## src/rtl/gerador_strobe.sv

```systemverilog
// gerador_strobe: N_CH independent, runtime-programmable 1-cycle strobe dividers.
// Optional one-shot channel mode is compiled in when GERADOR_STROBE_ONESHOT_EN is defined.
module gerador_strobe #(
    parameter int N_CH       = 4,
    parameter int WIDTH      = 25,
    parameter int DIV_RESET  = 27000000,
    localparam int CH_W      = (N_CH > 1) ? $clog2(N_CH) : 1
) (
    input  logic             clk_in,
    input  logic             rst,
    input  logic             en,
    input  logic             restart,
    input  logic             wr_en,
    input  logic [CH_W-1:0]  wr_ch,
    input  logic [WIDTH-1:0] wr_div,
    input  logic             wr_oneshot,
    output logic             wr_ack,
    output logic             wr_err,
    output logic [N_CH-1:0]  tick
);

    logic [WIDTH-1:0] div [N_CH];
    logic [WIDTH-1:0] cnt [N_CH];
    logic             wr_ok;

`ifdef GERADOR_STROBE_ONESHOT_EN
    logic [N_CH-1:0]  mode;
    logic [N_CH-1:0]  armed;
`else
    logic             unused_oneshot;
    assign unused_oneshot = wr_oneshot;
`endif

    assign wr_ok = (32'(wr_ch) < N_CH) && (wr_div != '0);

    always_ff @(posedge clk_in) begin
        if (rst) begin
            for (int unsigned i = 0; i < N_CH; i++) begin
                div[i] <= WIDTH'(DIV_RESET);
                cnt[i] <= '0;
            end
`ifdef GERADOR_STROBE_ONESHOT_EN
            mode  <= '0;
            armed <= '1;
`endif
            tick   <= '0;
            wr_ack <= 1'b0;
            wr_err <= 1'b0;
        end else begin
            wr_ack <= wr_en && wr_ok;
            wr_err <= wr_en && !wr_ok;
            for (int unsigned i = 0; i < N_CH; i++) begin
                // A write to this channel outranks restart and the terminal count.
                if (wr_en && wr_ok && (wr_ch == CH_W'(i))) begin
                    div[i]  <= wr_div;
                    cnt[i]  <= '0;
                    tick[i] <= 1'b0;
`ifdef GERADOR_STROBE_ONESHOT_EN
                    mode[i]  <= wr_oneshot;
                    armed[i] <= 1'b1;
`endif
                end else if (restart) begin
                    cnt[i]  <= '0;
                    tick[i] <= 1'b0;
`ifdef GERADOR_STROBE_ONESHOT_EN
                    armed[i] <= 1'b1;
`endif
                end else if (en) begin
`ifdef GERADOR_STROBE_ONESHOT_EN
                    // A fired one-shot channel parks at zero until re-armed.
                    if (mode[i] && !armed[i]) begin
                        cnt[i]  <= '0;
                        tick[i] <= 1'b0;
                    end else
`endif
                    if (cnt[i] == div[i] - WIDTH'(1)) begin
                        cnt[i]  <= '0;
                        tick[i] <= 1'b1;
`ifdef GERADOR_STROBE_ONESHOT_EN
                        if (mode[i]) begin
                            armed[i] <= 1'b0;
                        end
`endif
                    end else begin
                        cnt[i]  <= cnt[i] + WIDTH'(1);
                        tick[i] <= 1'b0;
                    end
                end else begin
                    tick[i] <= 1'b0;
                end
            end
        end
    end

endmodule

```

## config.mk

```make
export PLATFORM = sky130hd
export DESIGN_NAME = gerador_strobe
export DESIGN_NICKNAME = d
export VERILOG_FILES = /design/src/rtl/gerador_strobe.sv
export SDC_FILE = /design/constraint.sdc
export NUM_CORES = 1
export LEC_CHECK = 0
export CAP_MARGIN = 30
export CORE_ASPECT_RATIO = 0.5
export CORE_MARGIN = 2
export CORE_UTILIZATION = 30
export CTS_BUF_LIST = sky130_fd_sc_hd__clkbuf_4
export DETAILED_ROUTE_END_ITERATION = 7
export GPL_TIMING_DRIVEN = 0
export PLACE_DENSITY_LB_ADDON = 0.08
export SETUP_SLACK_MARGIN = 0.15
export SYNTH_ARGS = -nofsm -noshare
export SYNTH_HDL_FRONTEND = slang
export SYNTH_SLANG_ARGS = --single-unit
```

## constraint.sdc

```tcl
create_clock -name clk_in -period 4.4 [get_ports clk_in]
set_clock_uncertainty 0.05 [all_clocks]
set_input_delay 0.88 -clock clk_in [delete_from_list [all_inputs] [get_ports clk_in]]
set_output_delay 0.88 -clock clk_in [all_outputs]
set_load 0.05 [all_outputs]
```

==> impl_metrics.json <==
{
  "initialDrtViolationCount": 738,
  "via_count": 9703,
  "clk_pin_slew_ns": 0.08,
  "yosysTopAreaCell": "edfxtp_1",
  "grt_pass1_wl_um": 55900,
  "cp.arrival_ns": 4.42,
  "r2r_cells": 12,
  "initial_core_util_pct": 30.2,
  "synth_top_area_share_pct": 47.7,
  "synth_area_leaders": "edfxtp_1 (48%), xnor2_1 (9.6%), xor2_1 (6.0%), nor2_1 (4.2%), or3_1 (3.4%)",
  "grt_usage_pct": 16.7,
  "synth_edf_count": 200,
  "hpwl_um": 26200,
  "cts-root-buf": "clkbuf_4",
  "ys_types": 62,
  "finalSetupTns_ns": 0,
  "pin_count": 39,
  "ys_seq_elements": 206,
  "fmax_ghz": 0.250,
  "ctsHoldBuffers": 0,
  "drc": 0,
  "nFillCells": 4184,
  "slowest_delay_ns": 0.53,
  "grt-ovfl-total": 0,
  "grt_max_degree": 22,
  "grt_setup_unrepaired": "false",
  "portBuffers": 37,
  "clock-sinks": 206,
  "htreeDepth": 2,
  "max_cap_viol_count": 0,
  "setup.worst_path.start_class": "flip-flop",
  "synth-async-reset-ratio_pct": 0,
  "startpoint": "div[3][0]",
  "syn_avg_cell_area_um2": 10.2,
  "crit_end": "cnt[3][22]",
  "status": "completed",
  "path_class": "flip-flop to flip-flop",
  "period_needed_ns": 4.01,
  "synthesis.area_um2": 12600,
  "grt_use_met1_pct": 25.0,
  "drt_wl_total_um": 35900,
  "slew_headroom_pct": 37.5,
  "worstMarginPinSlew_ns": 0.936,
  "slowest_stage": "or4_4",
  "hold_path.class": "flip-flop to flip-flop",
  "final_area_um2": 14600,
  "ys.flop_type": "edfxtp_1",
  "maxSlewViolCount": 0,
  "cts_buffers": 55,
  "gp_congestion": 0.794,
  "die_area_um2": 43700,
  "end_kind": "flip-flop",
  "cts_max_path_buffers": 3,
  "crit_required_ns": 4.81,
  "power-per-cell-area_nw_per_um2": 326,
  "synthCells": 1230,
  "wl_per_cell_um": 18.6,
  "synth_nets": 1271,
  "post-route-period-util_pct": 91.1,
  "cts_tree": "done",
  "fin_nets": 1376,
  "crit_chain": "inv_1, ha_1, or4b_1, or4_4, buf_6, nor4_4, xnor2_1, nand4b_1, or4_4, o311ai_4, buf_6, nor2_2",
  "regToRegSetupSlack_ns": 0.39,
  "first_pass_iters": 5,
  "hold_viol_final": 0,
  "r2r_start": "div[3][0]",
  "yosysSeqAreaShare_pct": 48.6,
  "core_um2": 41700,
  "crit_fanout": 10,
  "drive_gt1_share_pct": 11.4,
  "busiest_layer": "met1",
  "rr_endpoint": "cnt[3][22]",
  "met3_usage_pct": 3.26,
  "ant_nets": 0,
  "grt_pass1_vias": 9533,
  "area_growth_pct": 16.1,
  "die_height_um": 149,
  "leakage_uw": 0.00461,
  "gr-usage-met2_pct": 24.4,
  "clkLatencyLatePin_ns": 0.74,
  "dieWidth_um": 294,
  "yosysWarnings": 0,
  "finish.utilization_pct": 35.1,
  "vias_per_cell": 5.03,
  "antenna_found_initial": 1,
  "fp-row-count": 53,
  "placed_area_um2": 13800,
  "setup_viol": 0,
  "ir_drop_uv": 133
}
==> cell type report <==
cell class | instances | area (um^2) | area share, %
multi-input combinational | 960 | 6260 | 42.8
sequential | 206 | 6130 | 41.9
tap | 550 | 688 | 4.71
clock buffer | 85 | 638 | 4.36
timing repair buffer | 48 | 551 | 3.76
buffer | 39 | 180 | 1.23
inverter | 25 | 93.8 | 0.642
clock inverter | 15 | 88.8 | 0.607
antenna | 1 | 2.50 | 0.0171
==> placed cells by master (no fill, tap or decap), types with 14 or more instances in the layout <==
cell / netlist / routed
nand4_1: 24 / 24
xnor2_1: 138 / 138
and2_1: 51 / 51
nor3_1: 56 / 52
nand2b_1: 14 / 14
nand2_1: 79 / 79
clkdlybuf4s50_1: 0 / 37
clkbuf_1: 31 / 31
inv_1: 25 / 25
clkbuf_4: 0 / 85
nor2_1: 140 / 140
or3_1: 69 / 69
nor2_2: 20 / 20
nor4_1: 43 / 41
nand3_1: 53 / 53
edfxtp_1: 200 / 200
xor2_1: 86 / 86
and3_1: 21 / 21
==> cells in the mapped netlist (13+ instances only) <==
cell / number
nand2_1: 79
a21oi_1: 13
or3_1: 69
inv_1: 25
and3_1: 21
nor2_2: 20
clkbuf_1: 31
o21ai_0: 13
nor3_1: 56
nand2b_1: 14
nor2_1: 140
edfxtp_1: 200
nand4_1: 24
nand3_1: 53
xor2_1: 86
nor4_1: 43
xnor2_1: 138
and2_1: 51
==> critical path, delay by kind of cell (launching register included) <==
| kind | cells | cell delay, ns |
|---|---|---|
| simple gates | 6 | 1.92 |
| flops | 1 | 0.50 |
| buf+inv | 3 | 0.50 |
| compound gates | 1 | 0.42 |
| fa+ha+maj | 1 | 0.22 |
| xor+xnor | 1 | 0.12 |
==> sequential cells by signal, summed over array words and instances, names as in the netlist <==
| name | cells |
|---|---|
| tick | 4 |
| cnt | 100 |
| wr_err | 1 |
| wr_ack | 1 |
| div | 100 |
==> logic make-up after synthesis <==
kind of cell / count (synthesis) / synth area share (%)
and+or+nand+nor: 637 / 27.3
xor gates and xnor gates: 224 / 15.6
DFF: 206 / 48.6
AOI/OAI and AO/OA: 83 / 4.83
buffers and inverters: 64 / 2.17
muxes: 8 / 0.665
adders and majority gates: 8 / 0.795
==> per-layer routing <==
metal	vias up	wire length, um
li1	4728	-
met1	4686	18200
met2	236	15000
met3	53	2060
met4	0	639
met5	-	0
==> power by group <==
part | total, uW | internal (uW) | switching [uW]
Sequential | 2440 | 2270 | 168
Clock | 1810 | 934 | 875
Combinational | 526 | 234 | 292
==> per-stage QoR <==
| stage | worst slack (ns) | hold slack, ns | instances | total power, uW |
|---|---|---|---|---|
| 2_1_floorplan | 0.846 | 0.555 | 1230 | 2770 |
| 3_3_place_gp | -0.339 | 0.591 | 1817 | 2980 |
| 3_5_place_dp | -0.0372 | 0.590 | 1825 | 2990 |
| 4_1_cts | 0.157 | 0.602 | 1925 | 4850 |
| 5_1_grt | 0.154 | 0.624 | 1929 | 5020 |
| 6_report | 0.392 | 0.606 | 1929 | 4770 |
==> worst min path at each step <==
| stage | start | to | slack, ns | depth (start not counted) |
|---|---|---|---|---|
| 6_report | cnt[1][0] | cnt[1][0] | 0.61 | 1 |
| 3_5_place_dp | cnt[1][0] | cnt[1][0] | 0.59 | 1 |
| 3_3_place_gp | cnt[1][0] | cnt[1][0] | 0.59 | 1 |
| 4_1_cts | cnt[1][0] | cnt[1][0] | 0.60 | 1 |
| 2_1_floorplan | cnt[1][0] | cnt[1][0] | 0.55 | 1 |
| 5_1_grt | cnt[1][0] | cnt[1][0] | 0.62 | 1 |
==> timing repair <==
action,CTS,global route
setup buffers,0,3
gates resized for setup,3,6
pin swaps,0,1
endpoints found under the setup margin,37,79
Power figures use the tool's default switching activity.
==> variant 1 (config.mk and constraints unchanged) <==
Change the parameter `N_CH` from 4 to 2.
--- a/src/rtl/gerador_strobe.sv
+++ b/src/rtl/gerador_strobe.sv
@@ -2,5 +2,5 @@
 // Optional one-shot channel mode is compiled in when GERADOR_STROBE_ONESHOT_EN is defined.
 module gerador_strobe #(
-    parameter int N_CH       = 4,
+    parameter int N_CH       = 2,
     parameter int WIDTH      = 25,
     parameter int DIV_RESET  = 27000000,
Interface: changed (resized tick and wr_ch); port bits go from 39 to 36. The function was not compared with the original's and may differ.
==> variant 1 against the original RTL <==
- count of clock-buffer cells in the layout decreased by 74
- routed wire length decreased by 57%
- worst setup slack improved by 0.18 ns
- non-clock buffer count decreased by 23
- synthesized area decreased by 50%
- sequential cell count decreased by 102
- sequential power decreased by 50%
- power decreased by 57%
- synthesized cell count decreased by 50%
- final area decreased by 51%
==> variant 1: results (changes against the original RTL) <==
- Status: finished clean
- FF-to-FF path depth: 11 (-1)
- Nets: 699 (-49%)
- Worst Setup EP: cnt[0][16]
- Met2 WL post-DR: 6820 µm (-55%)
- Design Power: 2070 µW (-57%)
- Root Buffer: clkbuf_4
- Port bufs: 34 (-8.1%)
- Routability cong.: 0.804 (+1.3%)
- Worst R2R Setup Slack: 0.57 ns (+0.18 ns)
- Inverters: 10 (-60%)
- Clock buf count: 11 (-87%)
- Slowest CP cell: a2111oi_4
- GRT Util Overall: 14.3% (-2.3 points)
- Pleak: 0.00236 µW (-49%)
- Worst vdd ir: 0.105 mV (-21%)
- Worst r2r src: div[0][0]
- Number of global-route vias before repair: 4456 (-53%)
- Maximum buffer depth of the clock tree: 2 (-1)
- Global-route wire length before repair: 24500 µm (-56%)
- Fillcell total: 2087 (-50%)
- Multi-input combinational area share: 42.9% (+0.10 points)
- 1st-iter DRT viols: 200 (-73%)
- Routed met1 length: 8020 µm (-56%)
- Largest registers: cnt (50), div (50), tick (2)
- Internal power: 1530 µW (-56%)
- Met1 global-route usage: 20.0% (-5.0 points)
- Multi-input gates: 474 (-51%)
- Buffers excl. clock: 64 (-26%)
- # H-tree levels: 3 (+1)
- Vias per cell: 4.88 (-2.9%)
- Sequential area share after synthesis: 48.9% (+0.23 points)
- Largest net degree at the start of global routing: 26 (+18%)
- CTS Buf Count: 9 (-84%)
- Crit path DAT: 3.99 ns (-0.43 ns)
- Area contributors post-synth: edfxtp_1, xnor2_1, xor2_1, nor2_1, nor4_1
- Clk power: 557 µW (-69%)
- Sequential share of cell area: 42.6% (+0.76 points)
- Post-synth top cells: edfxtp_1, xnor2_1, nor2_1
- WL final: 15500 µm (-57%)
- Clk_lat worst skew: 0.48 ns (-0.26 ns)
- Setup Fix Bufs, Post-CTS: 0 (unchanged)
- Sequential group share of total power: 59.3% (+8.2 points)
- Cts repair resizes: 1 (-2)
- TritonRoute pass-1 iters: 6 (+1)
- Signal buffers share of area: 7.08% (+2.1 points)
- Delay of the slowest critical-path stage: 0.56 ns (+0.03 ns)
- CTS Sinks: 104 (-50%)
- CTS clk-pin slew, worst paths: 0.15 ns (+0.07 ns)
- Met3 Resource Use GR: 3.22% (-0.043 points)
- Netlist cell types: 57 (-8.1%)
- Met3 wire len: 392 µm (-81%)
- EDFF count, synth: 100 (-50%)
- Slew headroom: 49.9% (+12 points)
- Dpl hpwl: 11700 µm (-56%)
- Met2 Use GR: 22.6% (-1.8 points)
- Layout cell share with drive strength beyond 1: 5.10% (-6.3 points)
## variant 1: changes by cell type in the layout (fill, tap and decap cells not counted), moves of 45 or more
cell      unedited run  this run
edfxtp_1           200       100
or3_1               69        18
nor2_1             140        65
xnor2_1            138        72
clkbuf_4            85        11
xor2_1              86        41
## variant 1: per-stage QoR
stage                     cell area (µm²)  utilization, %  setup WS (ns)  hold slack [ns]  cells
after global placement               6990            33.9         0.0806            0.620    922
after floorplan                      6310               -           1.09            0.558    615
after CTS                            7220            35.0          0.269            0.649    940
after global routing                 7230            35.1          0.292            0.685    941
final                                7230            35.1          0.569            0.637    941
after detailed placement             7050            34.2        0.00953            0.625    925
## variant 1: cells by family after synthesis
group           count (synthesis)  share of synthesized area, %
flops                         104                          48.9
mux                             4                         0.674
compound gates                 44                          5.33
simple gates                  309                          26.3
xor+xnor                      113                          15.7
buf+inv                        37                          2.40
fa+ha+maj                       4                         0.793
==> variant 2 (config.mk and constraints unchanged) <==
Without the edit above. Register the output `wr_err` once more, cleared by the reset; this adds one clock of latency there. The other outputs are not delayed to match.
--- a/src/rtl/gerador_strobe.sv
+++ b/src/rtl/gerador_strobe.sv
@@ -19,4 +19,6 @@
     output logic [N_CH-1:0]  tick
 );
+
+    logic wr_err_s0;
 
     logic [WIDTH-1:0] div [N_CH];
@@ -46,8 +48,8 @@
             tick   <= '0;
             wr_ack <= 1'b0;
-            wr_err <= 1'b0;
+            wr_err_s0 <= 1'b0;
         end else begin
             wr_ack <= wr_en && wr_ok;
-            wr_err <= wr_en && !wr_ok;
+            wr_err_s0 <= wr_en && !wr_ok;
             for (int unsigned i = 0; i < N_CH; i++) begin
                 // A write to this channel outranks restart and the terminal count.
@@ -93,4 +95,12 @@
     end
 
+    always_ff @(posedge clk_in) begin
+        if (rst) begin
+            wr_err <= '0;
+        end else begin
+            wr_err <= wr_err_s0;
+        end
+    end
+
 endmodule
 
Check against the original RTL: not equivalent (a bounded check fails within 4 cycles, from zero or initial values and one cycle with rst high).
==> variant 2 against the original RTL <==
- final area is 1.3% higher
- synthesized area is 1.6% higher
- power is 2.2% lower
- critical path depth is 4 lower
- sequential cell count is 1 higher
- routed wire length is 3.2% higher
- die area is 1.5% higher
- critical path type unchanged
- worst setup slack better by 0.030 ns
==> variant 2: results (changes against the original RTL) <==
- CTS Buf Count: 54 (-1.8%)
- Nets: 1413 (+2.7%)
- Ys async rst share: 0% (unchanged)
- Root Buffer: clkbuf_4
- Largest net degree at the start of global routing: 26 (+18%)
- Area contributors post-synth: edfxtp_1, xnor2_1, xor2_1, nor3_1, or3_1
- Worst hold-check path type: register to register
- Maximum buffer depth of the clock tree: 3 (unchanged)
- 1st-iter DRT viols: 661 (-10%)
- Global-route wire length before repair: 57200 µm (+2.3%)
- EDFF count, synth: 200 (unchanged)
- Netlist cell types: 64 (+3.2%)
- Placed Cells: 1890 (+3.6%)
- Syn_nets: 1308 (+2.9%)
- Status: finished clean
- Pleak: 0.00494 µW (+7.1%)
- Worst vdd ir: 0.157 mV (+18%)
- Syn Area/Cell: 10.1 µm² (-1.4%)
- Dpl hpwl: 27300 µm (+4.2%)
- Number of global-route vias before repair: 9540 (+0.073%)
- Routability cong.: 0.867 (+9.2%)
- WL final: 37100 µm (+3.2%)
- Layout Cells excl Fill: 1992 (+3.3%)
- Layout cell share with drive strength beyond 1: 10.4% (-1.0 points)
- Post-synth top cells: edfxtp_1, xnor2_1, nand2_1
- Clk_lat worst skew: 0.71 ns (-0.03 ns)
- Fillcell total: 4275 (+2.2%)
- Power Dens Cells: 315 mW/mm² (-3.5%)
- Endpoints failing setup: 0 (unchanged)
- Vias per cell: 5.01 (-0.48%)
- CTS clk-pin slew, worst paths: 0.08 ns (about the same)
- Crit path DAT: 4.35 ns (-0.07 ns)
- GRT Util Overall: 16.9% (+0.26 points)
- Slew headroom: 36.7% (-0.80 points)
- Sequential area share after synthesis: 48.0% (-0.60 points)
- Initial antenna violation count: 9 (+8)
- Port bufs: 36 (-2.7%)
-- variant 2: changes by cell type in the layout (fill, tap and decap cells not counted), sizes merged, moves of 6 or more --
cell | before | now
clkbuf | 116 | 122
or4 | 13 | 21
nand2b | 14 | 26
and4 | 2 | 9
nor3b | 3 | 10
nor4b | 12 | 2
nor2 | 160 | 116
nor3 | 56 | 87
nand4 | 24 | 34
nand2 | 79 | 103
-- variant 2: final timing paths --
path / start / end / slack, ns / cells past startpoint
setup / recovery: div[3][4] / cnt[3][22] / 0.42 / 8
hold reg to reg: wr_err_s0 / wr_err / 0.47 / 1
hold / removal: wr_err_s0 / wr_err / 0.47 / 1
setup reg to reg: div[3][4] / cnt[3][22] / 0.42 / 8
-- variant 2: power by group --
group	total, µW	internal, µW	switching [µW]	leakage (µW)
clock network	1700	832	869	0.000408
logic	532	233	299	0.00232
registers	2430	2280	157	0.00221
total	4670	3340	1330	0.00494
-- variant 2: layout make-up --
type	instances	share of cell area, %
clock inverters	18	0.498
multi-input cells	987	43.2
diodes	1	0.0169
flip-flops and latches	207	41.5
repair buffers	49	3.87
well taps	577	4.87
clock buffers	80	4.05
inverters	23	0.583
plain buffers	50	1.47
-- variant 2: per-stage QoR --
step	cell area, µm²	setup slack [ns]	util, %
3_3_place_gp	13900	-0.366	33.0
3_5_place_dp	14100	-0.203	33.5
6_report	14800	0.423	35.2
4_1_cts	14800	0.182	35.1
2_1_floorplan	12800	0.746	-
5_1_grt	14800	0.159	35.2
-- variant 2: kinds of logic after synthesis --
group | count (synthesis) | synth area share, %
simple gates | 664 | 28.3
xor+xnor | 220 | 15.1
flops | 207 | 48.0
compound gates | 92 | 5.23
buf+inv | 73 | 2.36
fa+ha+maj | 8 | 0.782
mux | 3 | 0.235
-- variant 2: layer usage --
layer	wire length (µm)	up-vias	GRT usage (%)
li1	-	4885	-
met1	18800	4808	25.2
met2	15500	218	24.8
met3	2090	61	3.36
met4	668	0	4.27
met5	0	-	0
-- variant 2: repair_timing --
item,4_1_cts,5_1_grt
buffers inserted,0,3
hold buffers,0,0
pin swaps,0,1
resized for setup,4,6
setup endpoints to repair,38,79
-- variant 2: worst max-delay path: stages (launching register included) --
cell,delay (ns)
edfxtp_1,0.50
nor4_1,0.85
nand4_1,0.49
or4_1,0.58
a21oi_1,0.15
nor2_1,0.10
nor4_4,0.50
clkbuf_2,0.37
nor3_1,0.10
